File: src/rtl/rsp_vote_collector_if.sv
// rsp_vote_collector_if
//   Handshake bundle between a controller, the PUF response generator and
//   rsp_vote_collector.
//   master : drives start / rsp_valid / rsp_write / rsp_clean, observes results
//   slave  : the collector; drives eval_req / busy / done / response /
//            stable_mask / timeout
interface rsp_vote_collector_if #(
  parameter int WIDTH = 32
);
  logic             start;
  logic             eval_req;
  logic             rsp_valid;
  logic [WIDTH-1:0] rsp_write;
  logic [WIDTH-1:0] rsp_clean;
  logic             busy;
  logic             done;
  logic [WIDTH-1:0] response;
  logic [WIDTH-1:0] stable_mask;
  logic             timeout;

  modport master (
    output start, rsp_valid, rsp_write, rsp_clean,
    input  eval_req, busy, done, response, stable_mask, timeout
  );

  modport slave (
    input  start, rsp_valid, rsp_write, rsp_clean,
    output eval_req, busy, done, response, stable_mask, timeout
  );
endinterface

File: src/rtl/rsp_vote_collector.sv
// rsp_vote_collector
//   Requests REPS PUF evaluations one at a time, counts per bit how often the
//   write and clean phases differ, and reduces the samples to a majority-vote
//   response plus a per-bit stability mask.
//
//   Ports:
//     clk  : block clock
//     rst  : asynchronous, active-high reset
//     bus  : rsp_vote_collector_if.slave (start, eval_req, rsp_valid,
//            rsp_write, rsp_clean, busy, done, response, stable_mask, timeout)
//
//   Optional feature: define RSP_TIMEOUT_EN to enable the WAIT watchdog.
//   Without it WAIT waits indefinitely and timeout is tied low.
//
//   state  | meaning
//   IDLE   | waiting for start
//   REQ    | eval_req asserted for one cycle
//   WAIT   | waiting for rsp_valid, accumulate on arrival
//   EVAL   | register majority vote and stability mask
//   DONE   | done pulse, back to IDLE
module rsp_vote_collector #(
  parameter int WIDTH   = 32,
  parameter int REPS    = 16,
  parameter int TIMEOUT = 1024
) (
  input logic                clk,
  input logic                rst,
  rsp_vote_collector_if.slave bus
);

  localparam int CW = $clog2(REPS + 1);

  typedef enum logic [2:0] {S_IDLE, S_REQ, S_WAIT, S_EVAL, S_DONE} state_t;

  state_t           state;
  logic [CW-1:0]    ones_cnt [WIDTH];
  logic [7:0]       sample_cnt;
  logic [WIDTH-1:0] raw;
  logic [WIDTH-1:0] vote;
  logic [WIDTH-1:0] agree;
  logic             eval_req_q;
  logic             busy_q;
  logic             done_q;
  logic [WIDTH-1:0] response_q;
  logic [WIDTH-1:0] stable_q;

  assign raw = bus.rsp_write ^ bus.rsp_clean;

  always_comb begin
    int cnt_i;
    vote  = '0;
    agree = '0;
    cnt_i = 0;
    for (int i = 0; i < WIDTH; i++) begin
      cnt_i    = int'(ones_cnt[i]);
      // strict majority; a tie (even REPS) votes 0
      vote[i]  = (2 * cnt_i) > REPS;
      agree[i] = (cnt_i == 0) || (cnt_i == REPS);
    end
  end

`ifdef RSP_TIMEOUT_EN
  localparam int TW = $clog2(TIMEOUT + 1);
  logic [TW-1:0] wait_cnt;
  logic          timeout_q;
  assign bus.timeout = timeout_q;
`else
  assign bus.timeout = 1'b0;
`endif

  assign bus.eval_req    = eval_req_q;
  assign bus.busy        = busy_q;
  assign bus.done        = done_q;
  assign bus.response    = response_q;
  assign bus.stable_mask = stable_q;

  always_ff @(posedge clk or posedge rst) begin
    if (rst) begin
      state      <= S_IDLE;
      sample_cnt <= '0;
      for (int i = 0; i < WIDTH; i++) ones_cnt[i] <= '0;
      eval_req_q <= 1'b0;
      busy_q     <= 1'b0;
      done_q     <= 1'b0;
      response_q <= '0;
      stable_q   <= '0;
`ifdef RSP_TIMEOUT_EN
      wait_cnt   <= '0;
      timeout_q  <= 1'b0;
`endif
    end else begin
      eval_req_q <= 1'b0;
      done_q     <= 1'b0;
      case (state)
        S_IDLE: begin
          if (bus.start) begin
            for (int i = 0; i < WIDTH; i++) ones_cnt[i] <= '0;
            sample_cnt <= '0;
`ifdef RSP_TIMEOUT_EN
            timeout_q  <= 1'b0;
`endif
            eval_req_q <= 1'b1;
            busy_q     <= 1'b1;
            state      <= S_REQ;
          end
        end
        S_REQ: begin
`ifdef RSP_TIMEOUT_EN
          // down-counter reaches zero on the TIMEOUT-th idle WAIT cycle
          wait_cnt <= TW'(TIMEOUT - 1);
`endif
          state <= S_WAIT;
        end
        S_WAIT: begin
          if (bus.rsp_valid) begin
            for (int i = 0; i < WIDTH; i++) ones_cnt[i] <= ones_cnt[i] + CW'(raw[i]);
            sample_cnt <= sample_cnt + 8'd1;
            if (sample_cnt == 8'(REPS - 1)) begin
              state <= S_EVAL;
            end else begin
              eval_req_q <= 1'b1;
              state      <= S_REQ;
            end
          end
`ifdef RSP_TIMEOUT_EN
          else if (wait_cnt == '0) begin
            timeout_q  <= 1'b1;
            response_q <= '0;
            stable_q   <= '0;
            done_q     <= 1'b1;
            state      <= S_DONE;
          end else begin
            wait_cnt <= wait_cnt - TW'(1);
          end
`endif
        end
        S_EVAL: begin
          response_q <= vote;
          stable_q   <= agree;
          done_q     <= 1'b1;
          state      <= S_DONE;
        end
        S_DONE: begin
          busy_q <= 1'b0;
          state  <= S_IDLE;
        end
        default: begin
          busy_q <= 1'b0;
          state  <= S_IDLE;
        end
      endcase
    end
  end

endmodule

File: src/flat_wrapper.sv
// flat-port wrapper written by rule: the top's interface ports become plain ports
module rsp_vote_collector_flat 
#(
  parameter int WIDTH   = 32,
  parameter int REPS    = 16,
  parameter int TIMEOUT = 1024
)
  (clk, rst, bus_start, bus_rsp_valid, bus_rsp_write, bus_rsp_clean, bus_eval_req, bus_busy, bus_done, bus_response, bus_stable_mask, bus_timeout);
  rsp_vote_collector_if #(.WIDTH(WIDTH)) bus_i ();
  input logic clk;
  input logic rst;
  input wire logic [$bits(bus_i.start)-1:0] bus_start;
  input wire logic [$bits(bus_i.rsp_valid)-1:0] bus_rsp_valid;
  input wire logic [$bits(bus_i.rsp_write)-1:0] bus_rsp_write;
  input wire logic [$bits(bus_i.rsp_clean)-1:0] bus_rsp_clean;
  output wire logic [$bits(bus_i.eval_req)-1:0] bus_eval_req;
  output wire logic [$bits(bus_i.busy)-1:0] bus_busy;
  output wire logic [$bits(bus_i.done)-1:0] bus_done;
  output wire logic [$bits(bus_i.response)-1:0] bus_response;
  output wire logic [$bits(bus_i.stable_mask)-1:0] bus_stable_mask;
  output wire logic [$bits(bus_i.timeout)-1:0] bus_timeout;
  assign bus_i.start = bus_start;
  assign bus_i.rsp_valid = bus_rsp_valid;
  assign bus_i.rsp_write = bus_rsp_write;
  assign bus_i.rsp_clean = bus_rsp_clean;
  assign bus_eval_req = bus_i.eval_req;
  assign bus_busy = bus_i.busy;
  assign bus_done = bus_i.done;
  assign bus_response = bus_i.response;
  assign bus_stable_mask = bus_i.stable_mask;
  assign bus_timeout = bus_i.timeout;
  rsp_vote_collector #(.WIDTH(WIDTH), .REPS(REPS), .TIMEOUT(TIMEOUT)) u_core (.clk(clk), .rst(rst), .bus(bus_i));
endmodule
File: config.mk
export PLATFORM = sky130hd
export DESIGN_NAME = rsp_vote_collector_flat
export DESIGN_NICKNAME = d
export VERILOG_FILES = /design/src/rtl/rsp_vote_collector_if.sv /design/src/rtl/rsp_vote_collector.sv /design/src/flat_wrapper.sv
export SDC_FILE = /design/constraint.sdc
export NUM_CORES = 1
export LEC_CHECK = 0
export CORE_UTILIZATION = 45
export DETAILED_ROUTE_END_ITERATION = 10
export GPL_TIMING_DRIVEN = 1
export PLACE_DENSITY = 0.69
export SETUP_SLACK_MARGIN = 0.4
export SYNTH_ARGS = -nofsm -noshare
export SYNTH_HDL_FRONTEND = slang
export SYNTH_SLANG_ARGS = --single-unit
File: constraint.sdc
create_clock -name clk -period 12.4 [get_ports clk]
set_input_delay 3.72 -clock clk [delete_from_list [all_inputs] [get_ports clk]]
set_output_delay 3.72 -clock clk [all_outputs]
set_load 0.1 [all_outputs]
-- Yosys cells after proc, flatten, opt, wreduce, memory -nomap -nowiden
Cells that the tools add are included.
- flip-flop bits (word level): 238
- input bits: 68
- output and inout port bits: 68
- word-level logic and storage cells: 231
- add/subtract/negate cells: 33
- $lt $le $gt $ge: 32
- equality and inequality tests: 38
- mux-type cells: 17
- bitwise operators: 2
- reductions and logical operators: 70
- operators with widths (cell ; number):
    two-way mux 160 bit ; 2
    case mux 160 bit (2 select lines) ; 1
    greater-than comparator 6 x 5 -> 1 bit, second input constant ; 32
    adder 5 x 1 -> 5 bit ; 32
    == test 5 bit, second input constant ; 32
    zero test 5 bit ; 32
    logical OR 1 bit ; 32
    XOR 32 bit ; 1
    two-way mux 8 bit ; 2
    case mux 8 bit (2 select lines) ; 1
    case mux 3 bit (4 select lines) ; 1
    adder 8 x 1 -> 8 bit, second input constant ; 1
    == test 8 x 4 -> 1 bit, second input constant ; 1
    == test 3 x 2 -> 1 bit, second input constant ; 2
    two-way mux 3 bit ; 2
    two-way mux 1 bit ; 5
    != test 2 bit, second input constant ; 2
    case mux 1 bit (2 select lines) ; 2
    AND reduction 2 bit ; 2
    == test 3 x 1 -> 1 bit, second input constant ; 1
    zero test 3 bit ; 1
    AND reduction 3 bit ; 1
    OR reduction 3 bit ; 1
    two-way mux 2 bit ; 1
    other kinds (2) ; 2

-- Logic depth before layout (Yosys ltp)
- depth after elaboration: 4
- depth in mapped cells: 7

-- Worst setup path before layout
Ideal clock, no wire load.
- path kind: input to register
- from: input port bus_start
- to: register u_core.sample_cnt[7]
- arrival time: 4.688 ns
- data required time: 12.266 ns
- slack: 7.579 ns
- stages on the path: 6
- path buffers: 3
- cells stage by stage: or4b_4 buf_6 buf_12 buf_12 nand2_1 mux2i_1
- cells in the longest elaborated chain, start to end: 2
- ends and longest elaborated chain (element ; line ; source):
    from (decl) ; flat_wrapper.sv:12 ; input wire logic [$bits(bus_i.start)-1:0] bus_start;
    != test 2 bit (no source line) ; -- ;
    AND reduction 3 bit (no source line) ; -- ;
    to (signal assigned) ; rsp_vote_collector.sv:117 ; sample_cnt <= sample_cnt + 8'd1;
    to (decl) ; rsp_vote_collector.sv:37 ; logic [7:0] sample_cnt;
Every way passes these cells.
A chain may end at the register's enable or synchronous reset.

==> flow_metrics.tcl <==
set metrics [dict create \
    p_int_uw 1553 \
    p_total_uw 2672 \
    die_area_mm2 0.02675 \
    min_period_over_period 0.4789 \
    cts.sinks 238 \
    rsz0062_at_grt "no" \
    setup-tns-final_ps 0 \
    syn_avg_cell_area_um2 9.946 \
    areaGrowthSynthToFinish_pct 18.91 \
    initial_core_util 0.4625 \
    cts_resized 0 \
    postPlaceCellArea_mm2 0.01317 \
    wire_per_inst_um 14.14 \
    grtUsageTotal 0.1799 \
    ys.warnings.count 0 \
    status "completed" \
    ys_seq_area_frac 0.5070 \
    max_freq_mhz 168.4 \
    p_sw_uw 1120 \
    hpwlAfterDp_um 14130 \
    avgViaCountPerCell 5.313 \
    synthFlopType "dfrtp_1" \
    max_stage_delay_ps 840 \
    critPathKind "input pin to asynchronous set/reset pin" \
    num_rows 58 \
    powerDensity_mw_per_mm2 191.3 \
    routed_wirelength_um 23050 \
    slew_violations 0 \
    min_period_ps 5938 \
    clkSlewWorstSetupHoldPaths_ps 60 \
    fin_util 0.5499 \
    cap_violations 0 \
    fin_cells 1630 \
    arrival_ps 6450 \
    cpLargestDelayFamily "buffers and inverters" \
    antenna_found_initial 0 \
    drc 0 \
    fin_nets 1417 \
    grt_first_pass_wirelength_um 39590 \
    synth-edff-count 0 \
    htreeDepth 1 \
    clk_latency_ps 520 \
    synth_cell_types 34 \
    postRouteAntennaNets 0 \
    drt_iter0_drc 446 \
    syn_nets 1314 \
    required_ps 12910 \
    synthArstFlopShare 1.000 \
    power_leakage_uw 0.006860 \
    grt_overflow 0 \
    cts_tree "yes" \
    peakVddDrop_v 0.0001539 \
    crit_fanout 110 \
    start_kind "input pin" \
    min_path_type "flop to flop" \
    critPathSlowestCell "buf_4" \
    setup_viol_count_final 0 \
    critical_path_buf_inv_count 4 \
    first_pass_iters 4 \
    num_vias 8660 \
    syn_inst 1181 \
    portBuffers 134 \
    final_area_mm2 0.01397 \
    pwr-share-seq 0.361 \
    combPwrFrac 0.368 \
    diodes 0 \
    die_x_um 163.6 \
    synth_area_mm2 0.01175 \
    cts_max_path_buffers 3 \
    place_congestion 0.7376 \
    slew_headroom 0.3002 \
    dp_cells 1586 \
    worstPathCellList "clkdlybuf4s50_1 -> inv_8 -> buf_4 -> buf_4" \
    clkPwrFrac 0.271 \
    coreArea_mm2 0.02540 \
    crit_top_cell "buf_4" \
    grt_pass1_vias 8438 \
    pin_count 136 \
    drive_above_1_share 0.06154 \
    ys_ff_latch 238 \
    cp-end-kind "asynchronous set/reset pin" \
    hold_viol 0 \
    cts-root-buf "clkbuf_16" \
    tightest_slew_ps 1046 \
    p_sw_frac 0.4190 \
    grt_max_degree 111 \
    cts_inserted_buffers 26 \
    cts_setup_buffers 0 \
    postCtsHoldBufs 0 \
    dieHeight_um 163.6 \
    finClkSkew_ps 10.72 \
]
[cells by family after synthesis]
family | after synthesis | synth area share
mux | 55 | 0.04687
compound gates | 194 | 0.09022
other cells | 1 | 0.0003193
fa+ha+maj | 65 | 0.06924
xor+xnor | 33 | 0.02461
buf+inv | 107 | 0.04964
flops | 238 | 0.5070
simple gates | 488 | 0.2121
[stage by stage]
| stage | hold WS [ps] | worst slack, ps |
|---|---|---|
| after floorplan | 445.8 | 2149 |
| after global placement | 460.0 | 5764 |
| after detailed placement | 465.0 | 5768 |
| after CTS | 474.2 | 6328 |
| after global routing | 494.1 | 6051 |
| final | 469.7 | 6462 |
[layer usage]
metal | vias to the layer above | track usage | part of all wire
li1 | 4328 | - | -
met1 | 4134 | 0.2337 | 0.46
met2 | 162 | 0.3105 | 0.48
met3 | 36 | 0.02692 | 0.047
met4 | 0 | 0.05135 | 0.017
met5 | - | 0 | 0
[synth_stat cells (all sizes together), types with 13 or more instances]
master / number / area [um2]
or3: 78 / 488.0
xor2: 32 / 280.3
nand2b: 13 / 81.33
ha: 65 / 813.3
dfrtp: 238 / 5956
mux2i: 55 / 550.5
inv: 39 / 146.4
o31ai: 33 / 247.7
nand2: 252 / 945.9
a21oi: 80 / 400.4
buf: 44 / 346.6
nand3: 79 / 545.5
nand4: 54 / 337.8
o21ai: 80 / 400.4
clkbuf: 24 / 90.09
[worst reg2reg max path, cell delays in order (launching register included)]
cell	delay [ps]
dfrtp_1	490
nand4bb_4	210
buf_4	570
buf_4	830
o21ai_0	250
a21oi_1	170
[cells in the final DEF, fill, tap and decap left out, types with 13 or more instances in the layout]
| cell type | synthesis | routed |
|---|---|---|
| nand3_1 | 49 | 49 |
| ha_1 | 65 | 65 |
| dfrtp_1 | 238 | 238 |
| mux2i_1 | 55 | 55 |
| o31ai_1 | 33 | 33 |
| a21oi_1 | 80 | 80 |
| inv_1 | 39 | 38 |
| nand2_1 | 252 | 252 |
| clkdlybuf4s50_1 | 0 | 134 |
| o21ai_0 | 79 | 79 |
| clkbuf_16 | 0 | 27 |
| xor2_1 | 32 | 32 |
| nand3_2 | 30 | 30 |
| or3_1 | 78 | 78 |
| nand2b_1 | 13 | 13 |
| nand4_1 | 54 | 54 |
[sequential cells by signal, indices dropped and copies added (netlist names)]
register / flops
u_core.bus.done: 1
u_core.bus.response: 32
u_core.bus.eval_req: 1
u_core.bus.busy: 1
u_core.state: 3
u_core.ones_cnt: 160
u_core.bus.stable_mask: 32
u_core.sample_cnt: 8
[cell type report]
type                       count  area [um2]
clock inverter                 2       10.01
tap                          330       412.9
inverter                      39       153.9
clock buffer                  42       792.0
multi-input combinational    836        5234
fill                        2252       11430
timing repair buffer         143        1409
sequential                   238        5956
[path summary, 6_finish.rpt]
path | start | endpoint | slack (ps) | cells past startpoint
worst min register to register | u_core.ones_cnt[159] | u_core.ones_cnt[159] | 470 | 1
worst min-delay path | u_core.ones_cnt[159] | u_core.ones_cnt[159] | 470 | 1
max in group clk | u_core.bus.busy | bus_busy | 6580 | 1
worst max register to register | u_core.state[0] | u_core.ones_cnt[38] | 9800 | 5
worst max-delay path | rst | u_core.ones_cnt[57] | 6460 | 4
min in group asynchronous | rst | u_core.bus.response[18] | 3750 | 2
[power by group through the flow]
stage	Sequential [uW]	Combinational, uW	Clock, uW
detailed placement	980	992	0
finish	965	982	725
global route	981	1060	780
global placement	978	981	0
floorplan	1370	393	0
CTS	967	995	747
No activity file was read; power rests on OpenSTA's default activity.
==> variant, RTL diff (same settings) <==
Encoding of `state_t`: now Gray code (3 bits for 5 states).
--- a/src/rtl/rsp_vote_collector.sv
+++ b/src/rtl/rsp_vote_collector.sv
@@ -32,3 +32,3 @@
 
-  typedef enum logic [2:0] {S_IDLE, S_REQ, S_WAIT, S_EVAL, S_DONE} state_t;
+  typedef enum logic [2:0] {S_IDLE = 3'b000, S_REQ = 3'b001, S_WAIT = 3'b011, S_EVAL = 3'b010, S_DONE = 3'b110} state_t;
 
Behaviour: no difference found for any inputs over 4 cycles, from zero or initial values and one cycle with rst high; so few cycles prove little.
==> variant against the original RTL <==
Wire length increased by 0.45%; power increased by 10%; setup slack improved by 73 ps; design area decreased by 1.8%; area after synthesis decreased by 3.1%; sequential cell count unchanged; clock power increased by 5.2%; maximum frequency increased by 1.3%; critical path type is now in2reg; largest cell class unchanged; largest power group unchanged; highest routed layer unchanged.
==> variant: results (changes against the original RTL) <==
synthesis:
  avgSynthCellArea_um2: 10.70  # +7.6%
  synth.distinct_cells: 34  # unchanged
  synth.area.top_cells: "dfrtp_1 52%, ha_1 7.1%, a22o_1 5.0%, mux2i_1 4.8%, or3_1 4.1%"
  yosysSeqAreaShare_pct: 52.31  # +1.6 points
  synth_nets: 1197  # -8.9%
  synth.top_cells.by_count: "238 x dfrtp_1, 122 x nand2_1, 80 x a21oi_1"
  synthFlopType: "dfrtp_1"
layout:
  layout.nets: 1303  # -8.0%
  regMostFlops: "u_core.ones_cnt"
  drive_gt1_share_pct: 4.384  # -1.8 points
  largest_reg_flops: 160  # unchanged
  final_cells: 1510  # -7.4%
  n_antenna_cell: 0  # unchanged
clock_network:
  cts_buffer_depth: 3  # unchanged
  cts_resized: 0  # unchanged
  cts_buffers: 25  # -3.8%
  insertion_delay_ps: 510
  cts_root_buffer: "clkbuf_16"
  clk_pin_slew_ps: 60  # about the same
  htree_levels: 1  # unchanged
route:
  drt_first_pass_iters: 4  # unchanged
  vias_per_cell: 5.557  # +4.6%
  drt_iter0_drc: 377  # -15%
  wl_um: 23160  # +0.45%
grt:
  grt_use_total_pct: 18.21  # +0.22 points
  grt_antenna_before_repair: 0  # unchanged
  grt_pass1_wl_um: 39450  # -0.35%
  grt_max_degree: 99  # -11%
  grt_pass1_vias: 8104  # -4.0%
setup_path:
  max_stage_delay_ps: 760  # -80 ps
  cp_max_fo: 76  # -31%
  arrival_ps: 6250  # -200 ps
  r2r_end: "u_core.ones_cnt[64]"
  timing.rr.start: "u_core.state[1]"
  r2r_setup_slack_ps: 9790  # about the same
  worst_r2r_path_depth: 4  # -1
hold_path:
  min_from: "u_core.ones_cnt[139]"
  worstHoldPathType: "reg2reg"
  hold_path_end: "u_core.ones_cnt[139]"
status:
  status: "completed"
placed_design:
  dp_hpwl_um: 13820  # -2.2%
  io_buffers: 134  # unchanged
  gp_congestion: 0.7437  # +0.83%
power_and_ir_drop:
  p_leak_nw: 6.606  # -3.7%
  ir_drop_mv: 0.1515  # -1.5%
timing:
  tightest_slew_ps: 1131  # +84.96 ps
  fin_skew_ps: 5.607  # -5.115 ps
-- variant: changes by cell type in the layout (fill, tap and decap cells not counted), sizes merged, moves of 2 or more --
cell      unedited run  this run
buf                  9         6
nand2              252       122
o31ai               33        35
nand3               79        15
clkinv               2         5
or3                 78        75
nand2b              13        26
or2b                 0         4
clkbuf              42        31
a22o                 0        65
bufinv               0         4
clkinvlp             0         3
-- variant: layer usage --
| metal | wire [um] | up-vias | track usage, % |
|---|---|---|---|
| li1 | - | 4062 | - |
| met1 | 10830 | 4161 | 25.90 |
| met2 | 11010 | 138 | 29.70 |
| met3 | 934 | 30 | 2.311 |
| met4 | 381 | 0 | 4.245 |
| met5 | 0 | - | 0 |
-- variant: cell type report --
cell class,instances,area (um^2)
clock buffers,31,658.1
clock inverters,12,175.2
fillers,2135,10820
inverters,40,157.7
multi-input cells,725,4979
flip-flops and latches,238,5956
well taps,324,405.4
repair buffers,140,1386
-- variant: worst max path at each step --
stage / endpoint / start / cells past startpoint / slack (ps)
after global placement: u_core.ones_cnt[49] / bus_rsp_valid / 5 / 6140
after detailed placement: u_core.ones_cnt[108] / bus_rsp_valid / 5 / 6060
final: u_core.ones_cnt[64] / bus_rsp_valid / 5 / 6540
after floorplan: u_core.bus.busy / rst / 1 / 2150
after global routing: u_core.sample_cnt[5] / bus_rsp_valid / 4 / 6380
after CTS: u_core.ones_cnt[108] / bus_rsp_valid / 5 / 6580
-- variant: logic make-up after synthesis --
kind of cell | Yosys count | share of synthesized area (%)
flip-flops | 238 | 52.31
buffers and inverters | 101 | 4.187
other | 1 | 0.03294
AO/OA/AOI/OAI | 261 | 14.44
XOR/XNOR | 32 | 2.462
adder cells (fa/ha/maj) | 65 | 7.144
AND/OR/NAND/NOR | 311 | 14.58
multiplexers | 55 | 4.836
-- variant: report_power, final --
part | leakage [nW] | switching (W) | internal, W
Combinational | 3.00 | 0.000812 | 0.000329
Clock | 0.398 | 0.000303 | 0.000460
Sequential | 3.21 | 0.000123 | 0.000923
-- variant: through the flow --
stage	instance area [um^2]	utilization, %	power (W)	setup WS [ps]	hold slack, ps
floorplan	11380	-	0.001935	2149	445.8
global placement	12880	52.51	0.002185	6138	460.8
detailed placement	12880	52.51	0.002207	6056	465.5
CTS	13720	55.91	0.002983	6585	476.0
global route	13720	55.91	0.003116	6378	491.0
finish	13720	55.91	0.002949	6535	470.7
